$ cat src/rtl/apb_cmd_sequencer.sv
// ---------------------------------------------------------------------------
// apb_cmd_sequencer
//
// Upstream stage of apb_topmodule. Host commands are buffered in a small
// FIFO and issued one at a time to the APB master's transfer interface.
// Each command produces exactly one single-cycle response: read data on
// normal completion, or an error flag when the master never signals pready
// within TIMEOUT wait cycles.
//
// Parameters
//   DEPTH    command FIFO entries (power of two, 2..16)
//   TIMEOUT  ACTIVE cycles without pready before the command is aborted
//
// Ports
//   pclk, preset            clock / asynchronous active-low reset
//   cmd_valid, cmd_ready    host command handshake
//   cmd_write, cmd_addr,
//   cmd_wdata               host command payload
//   transfer, read_write    request and direction to the APB master
//   apb_write_paddr,
//   apb_write_data,
//   apb_read_paddr          address/data to the APB master
//   pready, prdata          completion and read data from the master
//   rsp_valid, rsp_write,
//   rsp_rdata, rsp_err      one-cycle per-command response
//   fifo_count              occupied FIFO entries
// ---------------------------------------------------------------------------
module apb_cmd_sequencer #(
   parameter int DEPTH   = 4,
   parameter int TIMEOUT = 15
) (
   input  logic                     pclk,
   input  logic                     preset,
   input  logic                     cmd_valid,
   output logic                     cmd_ready,
   input  logic                     cmd_write,
   input  logic [7:0]               cmd_addr,
   input  logic [7:0]               cmd_wdata,
   output logic                     transfer,
   output logic                     read_write,
   output logic [7:0]               apb_write_paddr,
   output logic [7:0]               apb_write_data,
   output logic [7:0]               apb_read_paddr,
   input  logic                     pready,
   input  logic [7:0]               prdata,
   output logic                     rsp_valid,
   output logic                     rsp_write,
   output logic [7:0]               rsp_rdata,
   output logic                     rsp_err,
   output logic [$clog2(DEPTH):0]   fifo_count
);

   localparam int PW = $clog2(DEPTH);
   localparam int CW = (TIMEOUT < 1) ? 1 : $clog2(TIMEOUT + 1);

   typedef enum logic [1:0] {
      IDLE,
      ACTIVE,
      GAP
   } state_t;

   state_t          state;
   logic [16:0]     fifo_mem [DEPTH];
   logic [PW-1:0]   wr_ptr;
   logic [PW-1:0]   rd_ptr;
   logic [CW-1:0]   wait_cnt;
   logic [16:0]     head;
   logic            head_write;
   logic [7:0]      head_addr;
   logic [7:0]      head_wdata;
   logic            push;
   logic            pop;
   logic            timed_out;

   // Ready comes straight from the registered count, so a pop in the same
   // cycle never lets a full FIFO accept a command.
   always_comb begin
      cmd_ready = (fifo_count < (PW + 1)'(DEPTH));
   end

   always_comb begin
      head       = fifo_mem[rd_ptr];
      head_write = head[16];
      head_addr  = head[15:8];
      head_wdata = head[7:0];
   end

   // The head is popped when the active command completes or times out;
   // pready takes priority over the timeout on the same cycle.
   always_comb begin
      timed_out = (wait_cnt == CW'(TIMEOUT));
      push      = cmd_valid && cmd_ready;
      pop       = (state == ACTIVE) && (pready || timed_out);
   end

   // -------------------------------------------------------------------
   // Command FIFO (pointers wrap naturally since DEPTH is a power of two)
   // -------------------------------------------------------------------
   always_ff @(posedge pclk) begin
      if (push) begin
         fifo_mem[wr_ptr] <= {cmd_write, cmd_addr, cmd_wdata};
      end
   end

   always_ff @(posedge pclk or negedge preset) begin
      if (!preset) begin
         wr_ptr     <= '0;
         rd_ptr     <= '0;
         fifo_count <= '0;
      end else begin
         if (push) begin
            wr_ptr <= wr_ptr + 1'b1;
         end
         if (pop) begin
            rd_ptr <= rd_ptr + 1'b1;
         end
         unique case ({push, pop})
            2'b10:   fifo_count <= fifo_count + 1'b1;
            2'b01:   fifo_count <= fifo_count - 1'b1;
            default: fifo_count <= fifo_count;
         endcase
      end
   end

   // -------------------------------------------------------------------
   // Issue FSM with registered outputs
   // -------------------------------------------------------------------
   always_ff @(posedge pclk or negedge preset) begin
      if (!preset) begin
         state           <= IDLE;
         wait_cnt        <= '0;
         transfer        <= 1'b0;
         read_write      <= 1'b0;
         apb_write_paddr <= '0;
         apb_write_data  <= '0;
         apb_read_paddr  <= '0;
         rsp_valid       <= 1'b0;
         rsp_write       <= 1'b0;
         rsp_rdata       <= '0;
         rsp_err         <= 1'b0;
      end else begin
         rsp_valid <= 1'b0;
         unique case (state)
            IDLE: begin
               if (fifo_count != '0) begin
                  state      <= ACTIVE;
                  transfer   <= 1'b1;
                  wait_cnt   <= '0;
                  read_write <= head_write;
                  if (head_write) begin
                     apb_write_paddr <= head_addr;
                     apb_write_data  <= head_wdata;
                     apb_read_paddr  <= '0;
                  end else begin
                     apb_write_paddr <= '0;
                     apb_write_data  <= '0;
                     apb_read_paddr  <= head_addr;
                  end
               end
            end
            ACTIVE: begin
               // read_write still holds the direction of the head entry,
               // so it doubles as the response type.
               if (pready) begin
                  state     <= GAP;
                  transfer  <= 1'b0;
                  rsp_valid <= 1'b1;
                  rsp_write <= read_write;
                  rsp_err   <= 1'b0;
                  rsp_rdata <= read_write ? 8'h00 : prdata;
               end else if (timed_out) begin
                  state     <= GAP;
                  transfer  <= 1'b0;
                  rsp_valid <= 1'b1;
                  rsp_write <= read_write;
                  rsp_err   <= 1'b1;
                  rsp_rdata <= 8'h00;
               end else begin
                  wait_cnt <= wait_cnt + 1'b1;
               end
            end
            GAP: begin
               state <= IDLE;
            end
            default: begin
               state    <= IDLE;
               transfer <= 1'b0;
            end
         endcase
      end
   end

endmodule
$ cat config.mk
export PLATFORM = sky130hd
export DESIGN_NAME = apb_cmd_sequencer
export DESIGN_NICKNAME = d
export VERILOG_FILES = /design/src/rtl/apb_cmd_sequencer.sv
export SDC_FILE = /design/constraint.sdc
export NUM_CORES = 1
export LEC_CHECK = 0
export BUFFER_PORTS_ARGS = -buffer_cell sky130_fd_sc_hd__clkbuf_2
export CAP_MARGIN = 40
export CORE_UTILIZATION = 51
export DETAILED_ROUTE_END_ITERATION = 8
export PLACE_DENSITY = 0.8
export SETUP_SLACK_MARGIN = 0.1
export SYNTH_ARGS = -nofsm -noshare
export SYNTH_HDL_FRONTEND = slang
export SYNTH_SLANG_ARGS = --single-unit
$ cat constraint.sdc
create_clock -name pclk -period 2.1 [get_ports pclk]
set_clock_uncertainty 0.1 [all_clocks]
set_input_delay 0.42 -clock pclk [delete_from_list [all_inputs] [get_ports pclk]]
set_output_delay 0.42 -clock pclk [all_outputs]
set_load 0.005 [all_outputs]
After elaboration in Yosys (flattened, before gate mapping). Memory sizes are Yosys's and may differ from the RTL's. Cells that the tools add are included.

Register bits: 50. RAM bits: 68. Bits of input ports: 29. Output and inout port bits: 41. Logic and storage cells: 72. Memories: 1.

Add/subtract/negate cells: 5. $lt $le $gt $ge: 1. Eq/ne operators: 9. Multiplexer cells: 28. Bitwise gates (word level): 1. Reduce and logical (&&, ||, !) cells: 13.

Memories: fifo_mem (words 4, width 17, rd ports 1, clocked after memory_dff 0, write ports 1, RTL line 63) `logic [16:0] fifo_mem [DEPTH];`.

Operator list (number): $mux 8 (6); $mux 1 (12); $mux 4 (3); $pmux 4 s2 (1); $mux 2 (3); $ne 2x2->1 const B (3); $pmux 3 s2 (1); $reduce_and 2->1 (3); $reduce_bool 2->1 (3); $add 2x1->2 const B (2); $add 4x1->4 const B (1); $eq 2x1->1 const B (2); $eq 2x2->1 const B (2); $eq 4x4->1 const B (1); $pmux 2 s2 (1); $reduce_and 4->1 (1); $add 3x1->3 const B (1); $lt 3x3->1 const B (1); $ne 3x3->1 const B (1); $pmux 1 s3 (1); $reduce_and 3->1 (1); $reduce_bool 3->1 (1); $sub 3x1->3 const B (1); $logic_and 1x1->1 (2); other kinds (3) (3).

Longest topological paths before layout. Gate-level depths: netlist (run 1).

Depth after elaboration: 5. Gate-level depth with buffers: 11. Mapped depth without buffers: 10.

Least setup slack after synthesis (run 1). OpenSTA, ideal clock, no wires.

Path kind: flip-flop to flip-flop. Start point: reg wait_cnt[0]. End point: reg fifo_count[2]. Setup time: 0.080 ns. Arrival: 2.034 ns. Required time: 1.920 ns. Setup slack: -0.114 ns. Cell stages (with the launch flop): 12. Buffers on the path: 1. Clock period less this slack: 2.214 ns. Cell sequence: dfrtp_1 ha_1 a31o_2 nand2_1 buf_2 inv_1 ha_1 inv_1 fa_1 xor2_1 nor2_1 xnor2_1.

Word-level cells in the longest chain between the ends: 5. Elaborated cells on any way between the ends: 7. Those cells by class: 3 x eq/ne; 1 x mux; 3 x reduce/logical.

Ends and longest elaborated chain: start, declared (RTL line 66) `logic [CW-1:0] wait_cnt;`; start signal, assigned (RTL line 179) `wait_cnt <= wait_cnt + 1'b1;`; $eq 4x4->1 (*) (RTL line 91) `timed_out = (wait_cnt == CW'(TIMEOUT));`; $logic_or 1x1->1 (*) (RTL line 93) `pop = (state == ACTIVE) && (pready || timed_out);`; $logic_and 1x1->1 (*) (RTL line 93); named net pop (RTL line 72) `logic pop;`; $eq 2x1->1 or $eq 2x2->1 (tied branches) (RTL line 117) `unique case ({push, pop})`; $pmux 3 s2 or $reduce_bool 2->1 (tied branches); end signal, assigned (RTL line 118) `2'b10: fifo_count <= fifo_count + 1'b1;`; end signal, assigned (RTL line 119) `2'b01: fifo_count <= fifo_count - 1'b1;`; end signal, assigned (RTL line 120) `default: fifo_count <= fifo_count;`; end, declared (RTL line 50) `output logic [$clog2(DEPTH):0] fifo_count`.

The timed path passes the listed nets; every way through them passes the cells marked *. A chain may end at the register's enable or synchronous reset.

Worst setup path after layout (run 1). Same ends and word-level chain as after synthesis.

==> results of run 1 <==
==> worst min path at each step <==
stage | end | start
2_1_floorplan | apb_read_paddr[0]$_DFFE_PN0P_ | preset
3_3_place_gp | rsp_rdata[4]$_DFFE_PN0P_ | rsp_rdata[4]$_DFFE_PN0P_
3_5_place_dp | rsp_rdata[4]$_DFFE_PN0P_ | rsp_rdata[4]$_DFFE_PN0P_
4_1_cts | rsp_rdata[5]$_DFFE_PN0P_ | prdata[5]
5_1_grt | fifo_mem[0][6]$_DFFE_PP_ | cmd_wdata[6]
6_report | rsp_rdata[5]$_DFFE_PN0P_ | prdata[5]
==> metal layers <==
metal / track usage / vias to the layer above / share of wire
met2: 0.382 / 120 / 0.53
met4: 0.113 / 0 / 0.018
met5: 0 / - / 0
met3: 0.0619 / 14 / 0.060
li1: - / 1285 / -
met1: 0.271 / 1458 / 0.39
==> cells in the mapped netlist, drive strengths merged <==
library cell and instances:
a21boi 1, a21oi 2, a22o 8, a22oi 1
a2bb2oi 1, a31o 1, a31oi 2, a41oi 1
and2 4, buf 10, clkbuf 7, dfrtp 50
edfxtp 68, fa 1, ha 6, inv 11
mux2 2, mux2i 3, mux4 17, nand2 20
nand2b 9, nand3 2, nor2 1, nor2b 2
nor3 2, nor3b 1, o21a 1, o21ai 49
o22ai 1, or2 2, xnor2 5, xor2 1
==> timing repair <==
action	in CTS	in global routing
endpoints found under the setup margin	1	1
pin swaps	1	4
setup buffers	2	3
hold buffers	1	0
endpoints found under the hold margin	50	0
gates resized for setup	0	1
==> where the power goes <==
part	internal [mW]	total, mW	switching (mW)
Combinational	1.28	2.81	1.53
Sequential	3.06	3.38	0.314
Clock	1.77	2.73	0.956
Total	6.11	8.92	2.80
==> area by class of cell <==
type	count	area, sq um
well taps	108	135
multi-input cells	146	1270
clock inverters	9	100
repair buffers	95	543
clock buffers	23	467
flip-flops and latches	118	3290
fillers	577	2950
inverters	11	43.8
==> sequential cells by signal, indices dropped and copies added, names as in the netlist <==
register	count
fifo_mem	68
apb_read_paddr	8
apb_write_data	8
apb_write_paddr	8
rsp_rdata	8
wait_cnt	4
fifo_count	3
rd_ptr	2
state	2
wr_ptr	2
read_write	1
rsp_err	1
rsp_valid	1
rsp_write	1
transfer	1
==> logic make-up after synthesis <==
group                    share of synthesized area
XOR/XNOR                                    0.0113
AND/OR/NAND/NOR                             0.0509
multiplexers                                0.0941
AO/OA/AOI/OAI                               0.0866
flip-flops                                   0.706
buffers and inverters                       0.0311
adder cells (fa/ha/maj)                     0.0204
==> stage by stage <==
stage               utilization  setup TNS [ns]
CTS                       0.662               0
global placement          0.594               0
finish                    0.665               0
floorplan                     -               0
detailed placement        0.594               0
global route              0.665         -0.0183
==> reports/qor.txt, run 1 <==
status - finished, violations left
violations in the final reports - design-rule violations
hold path cells - 2
number of search-and-repair iterations in the first detailed-routing pass - 6
biggest area contributors in the synthesized netlist - edfxtp_1 44%, dfrtp_1 27%, mux4_2 7.7%
WL final - 9.86 mm
summed area of non-filler cells in the final layout - 0.00585 sq mm
ANT cells - 0
Crit path top cell by count - ha_4
transition time at the pin with the least slew margin - 0.653 ns
clock tree from TritonCTS - yes
type of the setup path with the least slack - reg2reg
# DRC - 12
post-route worst setup slack - 0.0769 ns
total die area - 0.00954 sq mm
logic depth of the worst path, buffers included - 10
first-pass GRT wire length - 15.7 mm
cell at the slowest stage of the critical path - dfrtp_1
Routability Congestion - 0.752
largest net degree at the start of global routing - 51
buffer cell driving the clock tree root - clkbuf_8
number of clock sinks - 118
min cycle time layout - 2.02 ns
core region area - 0.00881 sq mm
crit share post-route - 0.963
portion of synthesized cell area occupied by the leading cell type - 0.438
ports placed on the boundary - 70
endpoint class of the critical path - flop
number of placed instances with taps included - 472
clock transition at the register clock pins on the worst setup and hold paths after CTS - 0.05 ns
Starting Density - 0.530
Critical Path Source Type - flop
net count after synthesis - 328
number of buffer and inverter instances along the worst setup path - 2
final setup violating endpoints - 0
power density over the cells - 1520 mW/mm^2
reg-to-reg critical path startpoint - wait_cnt[0]$_DFFE_PN0P_
leakage dissipation - 2.44 nW
clock network latency to the later pin of the worst-skew pair - 0.51 ns
remaining number of nets flagged by the antenna check after routing - 0
number of antenna violations at the first check in global routing - 0
Chip Height - 97.7 microns
leading cell types in the layout, fill and taps excluded - 69 x clkbuf_2, 68 x edfxtp_1, 50 x dfrtp_1
vias after detailed routing - 2877
initial detailed-routing violation count - 242
post-synthesis cell area - 0.00467 sq mm
Req. time, crit path - 2.43 ns
cell count after synthesis - 292
number of unique standard cell types used by synthesis - 40
Max Fanout on Critical Path - 5
fraction of layout instances using a drive strength above 1 - 0.381
Avg WL per Cell - 19.3 microns
post-placement worst setup slack - 0.108 ns
number of H-tree levels - 4
most common cell after layout, fill and taps aside - clkbuf_2
area after detailed placement - 0.00524 sq mm
maximum vdd drop - 0.793 mV
Inserted Clock Buffers - 17
post-layout instance count excluding filler cells - 510
reported max-cap violation count - 0
max incr delay on CP - 0.40 ns
Synth Area per Inst - 16.0 sq um
maximum clock insertion buffer count - 2
final number of hold-violating endpoints - 0
Setup crit start - wait_cnt[0]$_DFFE_PN0P_
relative slew slack - 0.565
total power of the final layout - 8.92 mW
register area share after synthesis - 0.706
net count of the finished layout - 425
cell row count - 34
Achievable Freq - 494 MHz
signed area change from the synthesized netlist to the final layout - 25.4%
worst hold margin - 0.0261 ns
post-detail-place hpwl - 6.12 mm
count of input and output buffers - 69
setup slack of the worst register-to-register path - 0.08 ns
via count of the first global-routing pass - 3033
post-DR vias/cell - 5.64
ordered list of cells on the worst path - ha_4 > a31o_4 > nand2_4 > inv_4 > ha_4 > inv_1 > fa_2 > xor2_1 > nor2_1 > xnor2_1
Reg2Reg Capture Point - fifo_count[2]$_DFFE_PN0P_
Chip Width - 97.7 microns
final global-route overflow total - 0
setup repair after global routing missed its margin - yes
termination of the worst setup path - fifo_count[2]$_DFFE_PN0P_
Warnings, synthesis - 0
type of the most critical hold path - in2reg
dominant cell type by area after synthesis - edfxtp_1
count of cells along the worst register-to-register path - 10
Final Max Tran Viols - 0
post-synthesis sequential element count - 118
CP Data Arrival Time - 2.35 ns
Worst path top cell family by delay - adder cells
All-Layer GR Usage - 0.227
Power figures use the tool's default switching activity.
==> inputs of run 2 (changes only) <==
CORE_UTILIZATION = 35   (was 51)
PLACE_DENSITY = 0.6   (was 0.8)
==> run 2 against run 1 <==
The flow now finishes without violations. Power shrank 2.7%. Via count shrank 4.7%. Final area is essentially flat. Fmax grew 5.8%. Sequential power is essentially flat. Non-clock buffer count shrank 6. Largest cell class unchanged. Highest routed layer unchanged.
==> reports/qor.txt, run 2 (synthesis results as in run 1) <==
status - complete, no violations
clock network latency to the later pin of the worst-skew pair - 0.41 ns (-0.10 ns)
count of input and output buffers - 69 (unchanged)
ports placed on the boundary - 70 (unchanged)
Final Max Tran Viols - 0 (unchanged)
combinational group share of total power - 0.310 (-0.005)
clock tree from TritonCTS - yes
number of antenna violations at the first check in global routing - 0 (unchanged)
setup repair after global routing missed its margin - no
endpoint class of the critical path - flop
via count of the first global-routing pass - 2761 (-9.0%)
post-layout instance count excluding filler cells - 568 (+11%)
first-pass GRT wire length - 15.3 mm (-2.9%)
Inserted Clock Buffers - 17 (unchanged)
Worst path top cell family by delay - adder cells
final core utilization - 0.457 (-0.208)
vias after detailed routing - 2743 (-4.7%)
Max Fanout on Critical Path - 5 (unchanged)
core region area - 0.0128 sq mm (+46%)
type of the setup path with the least slack - reg2reg
Crit path top cell by count - ha_4
Chip Width - 117 microns (+20%)
Critical Path Source Type - flop
Chip Height - 117 microns (+20%)
final global-route overflow total - 0 (unchanged)
type of the most critical hold path - in2async
CP Data Arrival Time - 2.14 ns (-0.21 ns)
maximum clock insertion buffer count - 2 (unchanged)
Post-CTS Setup Repair Bufs - 0 (-2)
final number of hold-violating endpoints - 0 (unchanged)
Clk network pwr share - 0.301 (-0.005)
Top reg by flops - fifo_mem
cell row count - 41 (+21%)
final setup violating endpoints - 0 (unchanged)
number of search-and-repair iterations in the first detailed-routing pass - 4 (-2)
number of placed instances with taps included - 532 (+13%)
post-DR vias/cell - 4.83 (-14%)
fraction of layout instances using a drive strength above 1 - 0.374 (-0.00686)
min cycle time layout - 1.91 ns (-0.110 ns)
net count of the finished layout - 419 (-1.4%)
Achievable Freq - 523 MHz (+5.8%)
remaining number of nets flagged by the antenna check after routing - 0 (unchanged)
signed area change from the synthesized netlist to the final layout - 25.5% (about the same)
clock transition at the register clock pins on the worst setup and hold paths after CTS - 0.05 ns (about the same)
area after detailed placement - 0.00529 sq mm (+0.96%)
number of fillers in the final layout - 1159 (+100%)
initial detailed-routing violation count - 152 (-37%)
most common cell after layout, fill and taps aside - clkbuf_2
leading cell types in the layout, fill and taps excluded - 69 x clkbuf_2, 68 x edfxtp_1, 50 x dfrtp_1
worst hold margin - 0.0301 ns (+0.00402 ns)
number of clock sinks - 118 (unchanged)
ANT cells - 0 (unchanged)
maximum vdd drop - 0.707 mV (-11%)
WL final - 9.57 mm (-3.0%)
total die area - 0.0138 sq mm (+45%)
max incr delay on CP - 0.39 ns (about the same)
internal power summed over all cells - 5.97 mW (-2.3%)
Setup TNS - 0 ns (unchanged)
buffer cell driving the clock tree root - clkbuf_16
number of H-tree levels - 4 (unchanged)
crit share post-route - 0.911 (-0.0525)
leakage dissipation - 2.39 nW (-2.0%)
switching power share of the total - 0.312 (-0.00278)
ordered list of cells on the worst path - ha_4 > a31o_4 > nand2_2 > inv_4 > ha_4 > inv_1 > fa_2 > xor2_1 > nor2_1 > xnor2_1
All-Layer GR Usage - 0.151 (-0.0763)
sequential power share - 0.389 (+0.010)
power density over the cells - 1480 mW/mm^2 (-2.7%)
post-detail-place hpwl - 6.06 mm (-0.98%)
total power of the final layout - 8.68 mW (-2.7%)
# DRC - 0 (-12)
Routability Congestion - 0.792 (+5.3%)
cell at the slowest stage of the critical path - dfrtp_1
Resized cells post-CTS - 0 (unchanged)
post-route worst setup slack - 0.187 ns (+0.110 ns)
Largest register FFs - 68 (unchanged)
summed area of non-filler cells in the final layout - 0.00586 sq mm (about the same)
Hold Buf Count CTS - 0 (-1)
power spent charging and discharging nets - 2.70 mW (-3.5%)
Req. time, crit path - 2.33 ns (-0.10 ns)
transition time at the pin with the least slew margin - 0.660 ns (+0.00722 ns)
Avg WL per Cell - 16.8 microns (-13%)
Starting Density - 0.364 (-0.166)
relative slew slack - 0.560 (-0.00481)
largest net degree at the start of global routing - 51 (unchanged)
post-placement worst setup slack - 0.145 ns (+0.0370 ns)
reported max-cap violation count - 0 (unchanged)
number of buffer and inverter instances along the worst setup path - 2 (unchanged)
==> run 2: worst register-to-register path: cells and delay by family, from the launching register on <==
kind	cells	cell delay, ns
buffers and inverters	2	0.12
adder cells (fa/ha/maj)	3	0.63
XOR/XNOR	2	0.26
flip-flops	1	0.39
AO/OA/AOI/OAI	1	0.16
AND/OR/NAND/NOR	2	0.18
==> run 2: per-layer routing <==
layer | up-vias | share of wire | routed length [microns] | GRT usage
li1 | 1274 | - | - | -
met1 | 1389 | 0.44 | 4240 | 0.193
met2 | 65 | 0.50 | 4750 | 0.233
met3 | 15 | 0.041 | 392 | 0.0494
met4 | 0 | 0.019 | 182 | 0.0705
met5 | - | 0 | 0 | 0
==> run 2: cell type report <==
cell class | count | area (sq um) | area share
inverter | 11 | 43.8 | 0.00748
multi-input combinational | 146 | 1270 | 0.216
clock buffer | 21 | 460 | 0.0786
timing repair buffer | 89 | 495 | 0.0846
clock inverter | 11 | 82.6 | 0.0141
tap | 172 | 215 | 0.0367
sequential | 118 | 3290 | 0.562
==> run 2: worst paths after layout <==
kind | startpoint | endpoint | slack (ns) | cells past startpoint
max in group asynchronous | preset | apb_write_data[0]$_DFFE_PN0P_ | 1.42 | 2
setup reg to reg | wait_cnt[0]$_DFFE_PN0P_ | fifo_count[2]$_DFFE_PN0P_ | 0.19 | 10
hold reg to reg | state[0]$_DFFE_PN0P_ | transfer$_DFFE_PN0P_ | 0.40 | 1
setup / recovery | wait_cnt[0]$_DFFE_PN0P_ | fifo_count[2]$_DFFE_PN0P_ | 0.19 | 10
hold / removal | preset | apb_read_paddr[4]$_DFFE_PN0P_ | 0.03 | 2
min in group pclk | cmd_addr[3] | fifo_mem[0][11]$_DFFE_PP_ | 0.13 | 1
==> run 2: power by group through the flow <==
stage,clock network (mW),logic (mW),registers (mW)
2_1_floorplan,0,1.82,3.37
3_3_place_gp,0,2.66,3.40
3_5_place_dp,0,2.71,3.43
4_1_cts,2.67,2.73,3.39
5_1_grt,2.77,2.98,3.45
6_report,2.61,2.69,3.38
==> inputs of run 3 (changes only) <==
CELL_PAD_IN_SITES_DETAIL_PLACEMENT = 2   (was default)
CELL_PAD_IN_SITES_GLOBAL_PLACEMENT = 2   (was default)
MAX_ROUTING_LAYER = met4   (was default)
PLACE_DENSITY = 0.77   (was 0.6)
RECOVER_POWER = 50   (was default)
==> run 3 against run 2 <==
Count of clock-buffer cells in the layout rose by 3. Fmax fell by 1.0%. Sequential share of layout area rose by 0.80 points. Routed wire length rose by 20%. Die area did not move. Critical path depth did not move. Sequential power rose by 1%. Global-route usage rose by 3.4 points. Non-clock buffer count rose by 1. First-iteration DRC count fell by 3.3%. Combinational power rose by 5%. Setup slack got worse by 0.019 ns. Largest cell class unchanged.
==> reports/qor.txt, run 3 (synthesis results as in run 1) <==
type of the most critical hold path - in2reg
Critical Path Source Type - flop
first-pass GRT wire length - 18.4 mm (+21%)
transition time at the pin with the least slew margin - 1.29 ns (+0.627 ns)
reg-to-reg critical path startpoint - wait_cnt[0]$_DFFE_PN0P_
Largest register FFs - 68 (unchanged)
total die area - 0.0138 sq mm (unchanged)
Top reg by flops - fifo_mem
number of fillers in the final layout - 1261 (+8.8%)
cell row count - 41 (unchanged)
remaining number of nets flagged by the antenna check after routing - 0 (unchanged)
buffer cell driving the clock tree root - clkbuf_16
Req. time, crit path - 2.32 ns (about the same)
Setup TNS - 0 ns (unchanged)
ANT cells - 0 (unchanged)
maximum vdd drop - 0.605 mV (-14%)
fraction of layout instances using a drive strength above 1 - 0.303 (-0.0707)
power density over the cells - 1500 mW/mm^2 (+0.94%)
final number of hold-violating endpoints - 0 (unchanged)
maximum clock insertion buffer count - 2 (unchanged)
Routability Congestion - 0.778 (-1.8%)
Final Max Tran Viols - 0 (unchanged)
number of antenna violations at the first check in global routing - 0 (unchanged)
clock transition at the register clock pins on the worst setup and hold paths after CTS - 0.05 ns (about the same)
total power of the final layout - 8.64 mW (-0.48%)
Max Fanout on Critical Path - 4 (-1)
Achievable Freq - 518 MHz (-1.0%)
count of input and output buffers - 69 (unchanged)
signed area change from the synthesized netlist to the final layout - 23.8%
final global-route overflow total - 0 (unchanged)
Hold Buf Count CTS - 0 (unchanged)
min cycle time layout - 1.93 ns (+0.0193 ns)
Chip Width - 117 microns (unchanged)
WL final - 11.5 mm (+20%)
number of clock sinks - 118 (unchanged)
multi-input logic area - 0.00127 sq mm (+0.39%)
leading cell types in the layout, fill and taps excluded - 68 x edfxtp_1, 50 x dfrtp_1, 49 x clkbuf_2
leakage dissipation - 2.31 nW (-3.7%)
ports placed on the boundary - 70 (unchanged)
clock network latency to the later pin of the worst-skew pair - 0.41 ns (about the same)
Avg WL per Cell - 20.3 microns (+20%)
largest net degree at the start of global routing - 51 (unchanged)
Chip Height - 117 microns (unchanged)
type of the setup path with the least slack - reg2reg
CP Data Arrival Time - 2.16 ns (+0.02 ns)
core region area - 0.0128 sq mm (unchanged)
initial detailed-routing violation count - 147 (-3.3%)
count of cells along the worst register-to-register path - 10 (unchanged)
number of H-tree levels - 4 (unchanged)
final core utilization - 0.450 (-0.00644)
setup repair after global routing missed its margin - yes
relative slew slack - 0.142 (-0.418)
vias after detailed routing - 2842 (+3.6%)
# DRC - 0 (unchanged)
endpoint class of the critical path - flop
worst hold margin - 0.151 ns (+0.121 ns)
most common cell after layout, fill and taps aside - edfxtp_1
net count of the finished layout - 420 (+0.24%)
capture endpoint of the worst hold path - rsp_rdata[1]$_DFFE_PN0P_
Starting Density - 0.364 (unchanged)
crit share post-route - 0.920 (+0.00919)
via count of the first global-routing pass - 3274 (+19%)
final setup violating endpoints - 0 (unchanged)
Storage cell area - 0.00329 sq mm (unchanged)
clock tree from TritonCTS - yes
All-Layer GR Usage - 0.185 (+0.0341)
Reg2Reg Capture Point - fifo_count[2]$_DFFE_PN0P_
setup slack of the worst register-to-register path - 0.17 ns (-0.02 ns)
post-DR vias/cell - 5.00 (+3.6%)
hold path cells - 2
number of search-and-repair iterations in the first detailed-routing pass - 4 (unchanged)
startpoint of the lowest-slack hold path - prdata[1]
status - complete, no violations
reported max-cap violation count - 0 (unchanged)
Inserted Clock Buffers - 17 (unchanged)
post-detail-place hpwl - 7.47 mm (+23%)
run 3: changes by cell type in the layout (fill, tap and decap cells not counted):
cell / before / now
clkbuf_1: 2 / 30
clkbuf_2: 69 / 49
buf_4: 20 / 18
clkbuf_8: 2 / 0
clkinvlp_4: 2 / 0
bufinv_16: 1 / 0
clkinv_2: 6 / 5
nand2_2: 1 / 0
nand2_4: 0 / 1
run 3: stage by stage:
stage	worst slack [ns]	cell area, sq um	instances
after global placement	0.175	5290	532
after CTS	0.109	5780	565
after floorplan	0.111	4720	292
after detailed placement	0.0892	5290	532
after global routing	0.0329	5780	568
final	0.168	5780	568
run 3: final cells by class:
| type | count | area share |
|---|---|---|
| sequential | 118 | 0.570 |
| clock buffer | 24 | 0.0782 |
| multi-input combinational | 146 | 0.220 |
| clock inverter | 7 | 0.00563 |
| tap | 172 | 0.0373 |
| inverter | 11 | 0.00758 |
| timing repair buffer | 90 | 0.0808 |
run 3: worst max path at each step:
stage	from	to	slack, ns	cells after the start
global placement	wait_cnt[0]$_DFFE_PN0P_	fifo_count[2]$_DFFE_PN0P_	0.17	10
finish	wait_cnt[0]$_DFFE_PN0P_	fifo_count[2]$_DFFE_PN0P_	0.17	10
global route	state[0]$_DFFE_PN0P_	fifo_count[2]$_DFFE_PN0P_	0.03	9
CTS	wait_cnt[1]$_DFFE_PN0P_	fifo_count[2]$_DFFE_PN0P_	0.11	10
floorplan	wait_cnt[0]$_DFFE_PN0P_	fifo_count[2]$_DFFE_PN0P_	0.11	11
detailed placement	wait_cnt[0]$_DFFE_PN0P_	fifo_count[2]$_DFFE_PN0P_	0.09	10
run 3: per-layer routing:
layer | track usage | wire, microns | vias to the layer above
li1 | - | - | 1272
met1 | 0.214 | 4850 | 1479
met2 | 0.305 | 6020 | 74
met3 | 0.0538 | 485 | 17
met4 | 0.0721 | 167 | 0
met5 | - | 0 | -
run 3: worst max-delay path, cell delays in order (launching register included):
cell	delay, ns
dfrtp_1	0.39
ha_4	0.17
a31o_4	0.18
nand2_4	0.06
inv_4	0.06
ha_4	0.12
inv_1	0.05
fa_2	0.33
xor2_1	0.15
nor2_1	0.11
xnor2_1	0.13
run 3: power by group:
group	switching (mW)	internal, mW
clock	0.929	1.48
sequential	0.349	3.07
combinational	1.59	1.23
run 3: repair_timing:
item,in CTS,in global routing
setup endpoints to repair,1,2
resized for setup,0,2
pin swaps,0,4
setup buffers,2,3
